==> src/rtl/branch_flow_ctrl_pkg.sv <==
// Shared definitions for the ID/EX control-flow sequencer: FSM state encoding
// and the CPU word size.
package branch_flow_ctrl_pkg;

    localparam int WORD_SIZE = 16;

    typedef enum logic [1:0] {
        IDLE     = 2'd0,
        HAZ_WAIT = 2'd1,
        RESOLVE  = 2'd2,
        FLUSH    = 2'd3
    } state_t;

endpackage

==> src/rtl/branch_flow_ctrl_sat_counter16.sv <==
// 16-bit event counter that sticks at 16'hFFFF instead of wrapping.
module sat_counter16 (
    input  logic        clk,
    input  logic        reset_n,
    input  logic        en,
    output logic [15:0] count
);

    always_ff @(posedge clk or negedge reset_n) begin
        if (!reset_n) begin
            count <= '0;
        end else if (en && (count != 16'hFFFF)) begin
            count <= count + 16'd1;
        end
    end

endmodule

==> src/rtl/branch_flow_ctrl.sv <==
// ID/EX control-flow sequencer: hazard stall, resolution wait and mispredict
// flush for branches and register jumps, plus predictor/BTB update strobes.
module branch_flow_ctrl #(
    parameter int WORD_SIZE       = branch_flow_ctrl_pkg::WORD_SIZE,
    parameter int IDX_W           = 8,
    parameter int HAZ_LIMIT       = 3,
    parameter int FLUSH_CYCLES    = 1,
    parameter int RESOLVE_TIMEOUT = 8
) (
    input  logic                 clk,
    input  logic                 reset_n,
    input  logic                 id_valid,
    input  logic                 id_is_branch,
    input  logic                 id_is_jreg,
    input  logic                 id_hazard,
    input  logic                 ex_resolve_valid,
    input  logic                 ex_mispredict,
    input  logic                 ex_taken,
    input  logic [WORD_SIZE-1:0] ex_pc,
    input  logic [WORD_SIZE-1:0] ex_target,
    output logic                 stall_if,
    output logic                 stall_id,
    output logic                 flush_ifid,
    output logic                 pred_upd_valid,
    output logic [IDX_W-1:0]     pred_upd_index,
    output logic                 pred_upd_taken,
    output logic                 btb_wr_en,
    output logic [WORD_SIZE-1:0] btb_wr_target,
    output logic [15:0]          branch_cnt,
    output logic [15:0]          mispred_cnt,
    output logic                 err
);
    import branch_flow_ctrl_pkg::*;

    localparam int HAZ_W = $clog2(HAZ_LIMIT + 1);
    localparam int TO_W  = $clog2(RESOLVE_TIMEOUT + 1);
    localparam int FL_W  = $clog2(FLUSH_CYCLES + 1);

    localparam logic [HAZ_W-1:0] HAZ_MAX = HAZ_W'(HAZ_LIMIT);
    localparam logic [TO_W-1:0]  TO_LAST = TO_W'(RESOLVE_TIMEOUT - 1);
    localparam logic [FL_W-1:0]  FL_INIT = FL_W'(FLUSH_CYCLES);

    state_t            state_reg;
    logic [HAZ_W-1:0]  haz_cnt_reg;
    logic [TO_W-1:0]   to_cnt_reg;
    logic [FL_W-1:0]   fl_cnt_reg;
    logic              kind_branch_reg;

    logic ctl;
    logic resolve_ok;
    logic haz_release;
    logic to_expire;
    logic unused_pc_bits;

    assign ctl         = id_valid & (id_is_branch | id_is_jreg);
    assign resolve_ok  = (state_reg == RESOLVE) & ex_resolve_valid;
    assign haz_release = !id_hazard || (haz_cnt_reg == HAZ_MAX);
    assign to_expire   = (state_reg == RESOLVE) && !ex_resolve_valid && (to_cnt_reg == TO_LAST);

    // Only the low PC bits form the predictor index.
    assign unused_pc_bits = ^ex_pc;

    // Stalls react to ID in the same cycle, so they are decoded from state and inputs.
    always_comb begin
        stall_if   = 1'b0;
        stall_id   = 1'b0;
        flush_ifid = 1'b0;
        case (state_reg)
            IDLE: begin
                if (ctl && id_hazard) begin
                    stall_if = 1'b1;
                    stall_id = 1'b1;
                end
            end
            HAZ_WAIT: begin
                if (!haz_release) begin
                    stall_if = 1'b1;
                    stall_id = 1'b1;
                end
            end
            RESOLVE: begin
                // Hold a second control instruction in ID, including the resolve cycle.
                if (ctl) begin
                    stall_if = 1'b1;
                    stall_id = 1'b1;
                end
            end
            FLUSH: begin
                stall_id   = 1'b1;
                flush_ifid = 1'b1;
            end
            default: ;
        endcase
    end

    always_ff @(posedge clk or negedge reset_n) begin
        if (!reset_n) begin
            state_reg       <= IDLE;
            haz_cnt_reg     <= '0;
            to_cnt_reg      <= '0;
            fl_cnt_reg      <= '0;
            kind_branch_reg <= 1'b0;
            err             <= 1'b0;
            pred_upd_valid  <= 1'b0;
            pred_upd_index  <= '0;
            pred_upd_taken  <= 1'b0;
            btb_wr_en       <= 1'b0;
            btb_wr_target   <= '0;
        end else begin
            pred_upd_valid <= resolve_ok & kind_branch_reg;
            pred_upd_index <= resolve_ok ? ex_pc[IDX_W-1:0] : '0;
            pred_upd_taken <= resolve_ok & ex_taken;
            btb_wr_en      <= resolve_ok & kind_branch_reg & ex_taken;
            btb_wr_target  <= resolve_ok ? ex_target : '0;

            if ((ex_resolve_valid && (state_reg != RESOLVE)) || to_expire) begin
                err <= 1'b1;
            end

            case (state_reg)
                IDLE: begin
                    if (ctl) begin
                        kind_branch_reg <= id_is_branch;
                        if (id_hazard) begin
                            state_reg   <= HAZ_WAIT;
                            haz_cnt_reg <= HAZ_W'(1);
                        end else begin
                            state_reg  <= RESOLVE;
                            to_cnt_reg <= '0;
                        end
                    end
                end
                HAZ_WAIT: begin
                    if (haz_release) begin
                        state_reg  <= RESOLVE;
                        to_cnt_reg <= '0;
                    end else begin
                        haz_cnt_reg <= haz_cnt_reg + 1'b1;
                    end
                end
                RESOLVE: begin
                    if (ex_resolve_valid) begin
                        if (ex_mispredict) begin
                            state_reg  <= FLUSH;
                            fl_cnt_reg <= FL_INIT;
                        end else begin
                            state_reg <= IDLE;
                        end
                    end else if (to_cnt_reg == TO_LAST) begin
                        state_reg <= IDLE;
                    end else begin
                        to_cnt_reg <= to_cnt_reg + 1'b1;
                    end
                end
                FLUSH: begin
                    if (fl_cnt_reg <= FL_W'(1)) begin
                        state_reg <= IDLE;
                    end else begin
                        fl_cnt_reg <= fl_cnt_reg - 1'b1;
                    end
                end
                default: state_reg <= IDLE;
            endcase
        end
    end

    sat_counter16 u_branch_cnt (
        .clk     (clk),
        .reset_n (reset_n),
        .en      (resolve_ok),
        .count   (branch_cnt)
    );

    sat_counter16 u_mispred_cnt (
        .clk     (clk),
        .reset_n (reset_n),
        .en      (resolve_ok & ex_mispredict),
        .count   (mispred_cnt)
    );

endmodule

==> config.mk <==
export PLATFORM = sky130hd
export DESIGN_NAME = branch_flow_ctrl
export DESIGN_NICKNAME = d
export VERILOG_FILES = /design/src/rtl/branch_flow_ctrl_pkg.sv /design/src/rtl/branch_flow_ctrl_sat_counter16.sv /design/src/rtl/branch_flow_ctrl.sv
export SDC_FILE = /design/constraint.sdc
export NUM_CORES = 1
export LEC_CHECK = 0
export BUFFER_PORTS_ARGS = -buffer_cell sky130_fd_sc_hd__buf_4
export CORE_MARGIN = 3
export CORE_UTILIZATION = 35
export CTS_CLUSTER_DIAMETER = 100
export DETAILED_ROUTE_END_ITERATION = 12
export SETUP_SLACK_MARGIN = 0.3
export SLEW_MARGIN = 25
export SYNTH_ARGS = -nofsm -noshare
export SYNTH_HDL_FRONTEND = slang
export SYNTH_SLANG_ARGS = --single-unit
==> constraint.sdc <==
create_clock -name clk -period 3.3 [get_ports clk]
set_clock_uncertainty 0.15 [all_clocks]
set_input_delay 0.495 -clock clk [delete_from_list [all_inputs] [get_ports clk]]
set_output_delay 0.495 -clock clk [all_outputs]
set_load 0.02 [all_outputs]
# == Word level (Yosys, flattened, before mapping) ==
# Index checks and enable logic that the tools add are counted.
# word_totals
wordCells,95
output_inout_bits,63
in_bits,41
register_bits,70
# classes
eq_ne,20
n_mux,30
order_cmp,1
n_bitwise,7
reduce_logical,19
n_addsub,5
# op_table
operator,count
$add 16x1->16 const B,2
$ne 16x16->1 const B,2
$ne 2x2->1 const B,12
$mux 2,10
$mux 4,5
$mux 16,1
$pmux 4 s3,1
$reduce_and 4->1,3
$mux 8,1
$pmux 2 s4,1
$mux 1,7
$and 1x1->1,6
$eq 2x2->1 const B,3
$logic_and 1x1->1,6
$reduce_and 6->1,1
$add 4x1->4 const B,1
$eq 4x3->1 const B,1
$pmux 1 s4,1
$pmux 2 s2,1
$reduce_bool 2->1,2
$ne 3x2->1 const B,1
$pmux 1 s3,1
$reduce_bool 3->1,1
$add 2x1->2 const B,1
9 further kinds,11

# == Depth between registers and ports, before layout ==
# logic_depth
depth_word,5
depth_mapped,6
mapped_depth_nobuf,5

# == By module ==
# Synthesis repeated with hierarchy kept, for this count alone.
# hier_totals
cells_unflattened,267
hier_area_um2,3173.0
# by_module_without_submodules
module,instances,seq_area_each_um2,cells_each,area_each_um2
sat_counter16,2,400.4,72,859.6
branch_flow_ctrl,1,925.9,123,1453.9

# == Worst setup path after synthesis ==
# OpenSTA, ideal clock, no wires.
# synth_timing
path_kind,in2out
from,in id_is_jreg
to,out stall_id
required_ps,2655
setup_slack_ps,1213
path_buffers,0
path_stages,4
arrival_time_ps,1442
cell_sequence,o21ai_1 nor2_1 o22a_1 or2_2
# synth_via
elab_chain_cells,5
elab_cells_between_ends,6
classes_between,mux: 3; bitwise: 2; reduce/logical: 1
# synth_lines
item,line_no,source
"start, declared",branch_flow_ctrl.sv:14,"input logic id_is_jreg,"
$or 1x1->1 (*),branch_flow_ctrl.sv:55,assign ctl = id_valid & (id_is_branch | id_is_jreg);
$and 1x1->1 (*),branch_flow_ctrl.sv:55,
$logic_and 1x1->1,branch_flow_ctrl.sv:70,if (ctl && id_hazard) begin
$mux 1,branch_flow_ctrl.sv:70,
$pmux 1 s4 (*),branch_flow_ctrl.sv:68,case (state_reg)
"end, declared",branch_flow_ctrl.sv:22,"output logic stall_id,"
# Mark *: on every way between the ends. The rest lies on a longest branch, timed or not.

# == Worst setup path in the final report ==
# layout_timing
from,reg state_reg[0]
to,out stall_id
# layout_via
elab_chain_cells,2
elab_cells_between_ends,5
classes_between,eq/ne: 3; mux: 1; reduce/logical: 1
# layout_lines
item,line_no,source
"start, declared",branch_flow_ctrl.sv:43,state_t state_reg;
"start signal, assigned",branch_flow_ctrl.sv:98,state_reg <= IDLE;
"start signal, assigned",branch_flow_ctrl.sv:125,state_reg <= HAZ_WAIT;
"start signal, assigned",branch_flow_ctrl.sv:128,state_reg <= RESOLVE;
$eq 2x2->1 (tied with other cells),branch_flow_ctrl.sv:68,
$pmux 1 s4 (*),branch_flow_ctrl.sv:68,
# Marked as above.

==> impl_metrics.yaml <==
outcome:
  outcome: "completed"
layout:
  n_antenna_cell: 0
  layout_top_registers: "btb_wr_target: 16 flops, u_branch_cnt.count: 16 flops, u_mispred_cnt.count: 16 flops"
  final_net_count: 409
  core_utilization_of_the_finished_layout: 0.490
  drive_gt1_frac: 0.340
  ff_latch_area_sq_mm: 0.00173
  nFillCells: 784
  multi_input_comb_area_sq_mm: 0.00130
  area_delta_synth_final_pct: 32.7
logic_synthesis:
  synthesis.nets: 309
  synth_flop_cell: "dfrtp_1"
  synth_simple_gate_area_share: 0.232
  synth-async-reset-ratio: 1.00
  netlist_instances: 264
  postSynthAreaPerCell_sq_um: 11.7
  yosys_register_bits: 69
  yosysWarnings: 0
  muxShareOfSynthArea: 0.0158
  sequential_to_total_area_share_from_yosys_stat: 0.558
  combinational_family_with_the_most_area_after_synthesis: "simple AND/OR/NAND/NOR gates"
  synth_adder_area_share: 0.0162
  netlist.area_leader.share: 0.558
  synth_cell_types: 52
  post_synth_instance_area_sq_mm: 0.00309
  most_area_hungry_cell_type_in_the_yosys_netlist: "dfrtp_1"
  synth_compound_gate_area_share: 0.0740
  synth_edf_count: 0
  synth_xor_xnor_area_share: 0.0821
  synth.top_cells.by_area: "dfrtp_1 (56%), and2_1 (5.9%), xnor2_1 (4.8%)"
global_routing:
  grt_first_pass_wirelength_mm: 12.1
  grt.total_usage: 0.153
  grt_max_degree: 70
  overflow: 0
  number_of_antenna_violations_at_the_first_check_in_global_routing: 0
  number_of_global_route_vias_before_repair: 2428
placement:
  dp_worst_setup_slack_ns: 0.993
  hpwlAfterDp_mm: 5.12
  port-buffer-count: 95
  gp_congestion: 0.798
sta:
  setup_failing_eps_final: 0
  whs_ns: 0.0905
  max_freq_mhz: 416
  finalWorstSetupSlack_ns: 0.898
  rsz0062_at_grt: "false"
  final.period_utilization: 0.728
  worst-slew-pin-transition_ns: 0.875
  period_minus_slack_ns: 2.40
  maxSlewViolCount: 0
  maxSlewHeadroom: 0.417
  final-hold-violation-count: 0
  fin_tns_setup_ns: 0
pwr:
  pwr-share-clk: 0.271
  register_share_of_total_power: 0.443
  p_per_area_mw_per_mm2: 629
  cellLeakagePower_nw: 2.07
  p_sw_frac: 0.345
  p_switching_w: 0.000889
  pwr_total_w: 0.00258
  combinationalPowerShare: 0.286
  power_report.internal_total_w: 0.00169
  max-vdd-ir-drop_mv: 0.296
clock_network:
  cts_root_buf: "clkbuf_8"
  path_clk_slew_ns: 0.08
  htree_levels: 3
  post-cts-setup-buffer-count: 0
  cts_inserted_buffers: 9
  cts-hold-fix-buffers: 0
  clock_sink_count: 69
  cts.repair.resized: 0
  cts_tree: "done"
  max-clock-path-buffers: 2
  worst_skew_pair.late_latency_ns: 0.35
worst_setup_path:
  crit_required_ns: 2.65
  timing.critical_path.fanout_max: 12
  crit_path_class: "reg -> out"
  end_kind: "primary output"
  start_kind: "flip-flop"
  timing.critical_path.arrival_ns: 1.76
worst_hold_path:
  worst_hold_path_type: "in -> async"
floorplan:
  die_width_microns: 100
  boundaryPins: 104
  initial_core_utilization: 0.369
  fp.dieH_microns: 100
  die_outline_area_sq_mm: 0.0100
  core_region_area_sq_mm: 0.00838
  fp-row-count: 33
detailed_routing:
  postRouteAntennaNets: 0
  routed-via-count: 2318
  violation_count_after_the_first_detailed_routing_iteration: 39
  route.detailed.drc: 0
  routedWlPerCell_microns: 14.9
  route.final.wire_length_mm: 7.07
  drt_pre_antenna_iters: 4
  vias_per_cell: 4.90
run:
  cap_violations: 0
## power by group through the flow
stage	logic, W	registers (W)	clock network, W
4_1_cts	0.000751	0.00114	0.000719
3_5_place_dp	0.000749	0.00116	0
3_3_place_gp	0.000731	0.00115	0
6_report	0.000738	0.00114	0.000698
5_1_grt	0.000819	0.00117	0.000761
2_1_floorplan	0.000351	0.00123	0
## cell usage after synthesis, types with 2 or more instances
library cell,n
nor2b_1,2
dfrtp_1,69
xor2_1,12
nor3_2,2
nand3_1,19
a21o_1,2
o2111ai_1,2
and4_1,3
xnor2_1,17
a21oi_1,3
a211o_1,2
nor2_1,9
and3_1,6
nand4_1,8
clkbuf_1,3
nor3_1,8
o211ai_1,2
ha_1,4
buf_2,2
and3b_1,2
o2bb2ai_1,2
nand2_1,15
mux2_2,3
inv_1,7
and2_1,29
o21ai_0,5
## through the flow
stage / area (sq um) / cells
after floorplan: 3090 / 264
after global placement: 3910 / 458
after detailed placement: 3910 / 458
after CTS: 4100 / 473
after global routing: 4100 / 473
final: 4100 / 473
## worst paths after layout
kind | from | to | slack [ns] | cells after the start
worst max-delay path | state_reg[0] | stall_id | 0.90 | 5
worst min-delay path | reset_n | u_mispred_cnt.count[14] | 0.09 | 1
worst max register to register | u_branch_cnt.count[0] | u_branch_cnt.count[1] | 1.26 | 5
worst min register to register | err | err | 0.34 | 1
max in group asynchronous | reset_n | u_branch_cnt.count[11] | 2.31 | 1
min in group clk | ex_target[2] | btb_wr_target[2] | 0.20 | 2
## routing by layer
| layer | GRT usage | vias up | share of wire |
|---|---|---|---|
| met2 | 0.251 | 40 | 0.50 |
| met4 | 0.0725 | 0 | 0.020 |
| met3 | 0.0334 | 12 | 0.033 |
| met5 | 0 | - | 0 |
| met1 | 0.193 | 1135 | 0.45 |
| li1 | - | 1131 | - |
## cell type report
cell class	instances	area share
Sequential cell	69	0.421
Multi-Input combinational cell	181	0.317
Timing Repair Buffer	96	0.176
Clock buffer	10	0.0335
Tap cell	105	0.0320
Clock inverter	5	0.0149
Inverter	7	0.00640
## kinds of logic after synthesis
| logic type | count (synthesis) |
|---|---|
| muxes | 4 |
| buffers and inverters | 14 |
| adders and majority gates | 4 |
| xor gates and xnor gates | 29 |
| AOI/OAI and AO/OA | 29 |
| and+or+nand+nor | 115 |
| DFF | 69 |
## critical path: stages, from the launching register on
cell     delay (ns)
dfrtp_1        0.51
inv_1          0.19
nor3_1         0.07
o22a_1         0.20
or2_2          0.28
buf_4          0.16
## layout by cell type, fill, tap and decap left out, types with 3 or more instances in the layout
| cell | count |
|---|---|
| a21oi_1 | 3 |
| and2_1 | 29 |
| and3_1 | 6 |
| and4_1 | 3 |
| buf_4 | 96 |
| clkbuf_8 | 10 |
| clkinvlp_4 | 3 |
| dfrtp_1 | 69 |
| ha_1 | 4 |
| inv_1 | 7 |
| mux2_2 | 3 |
| nand2_1 | 15 |
| nand3_1 | 19 |
| nand4_1 | 8 |
| nor2_1 | 9 |
| nor3_1 | 8 |
| o21ai_0 | 5 |
| xnor2_1 | 17 |
| xor2_1 | 12 |
Power figures use the tool's default switching activity.
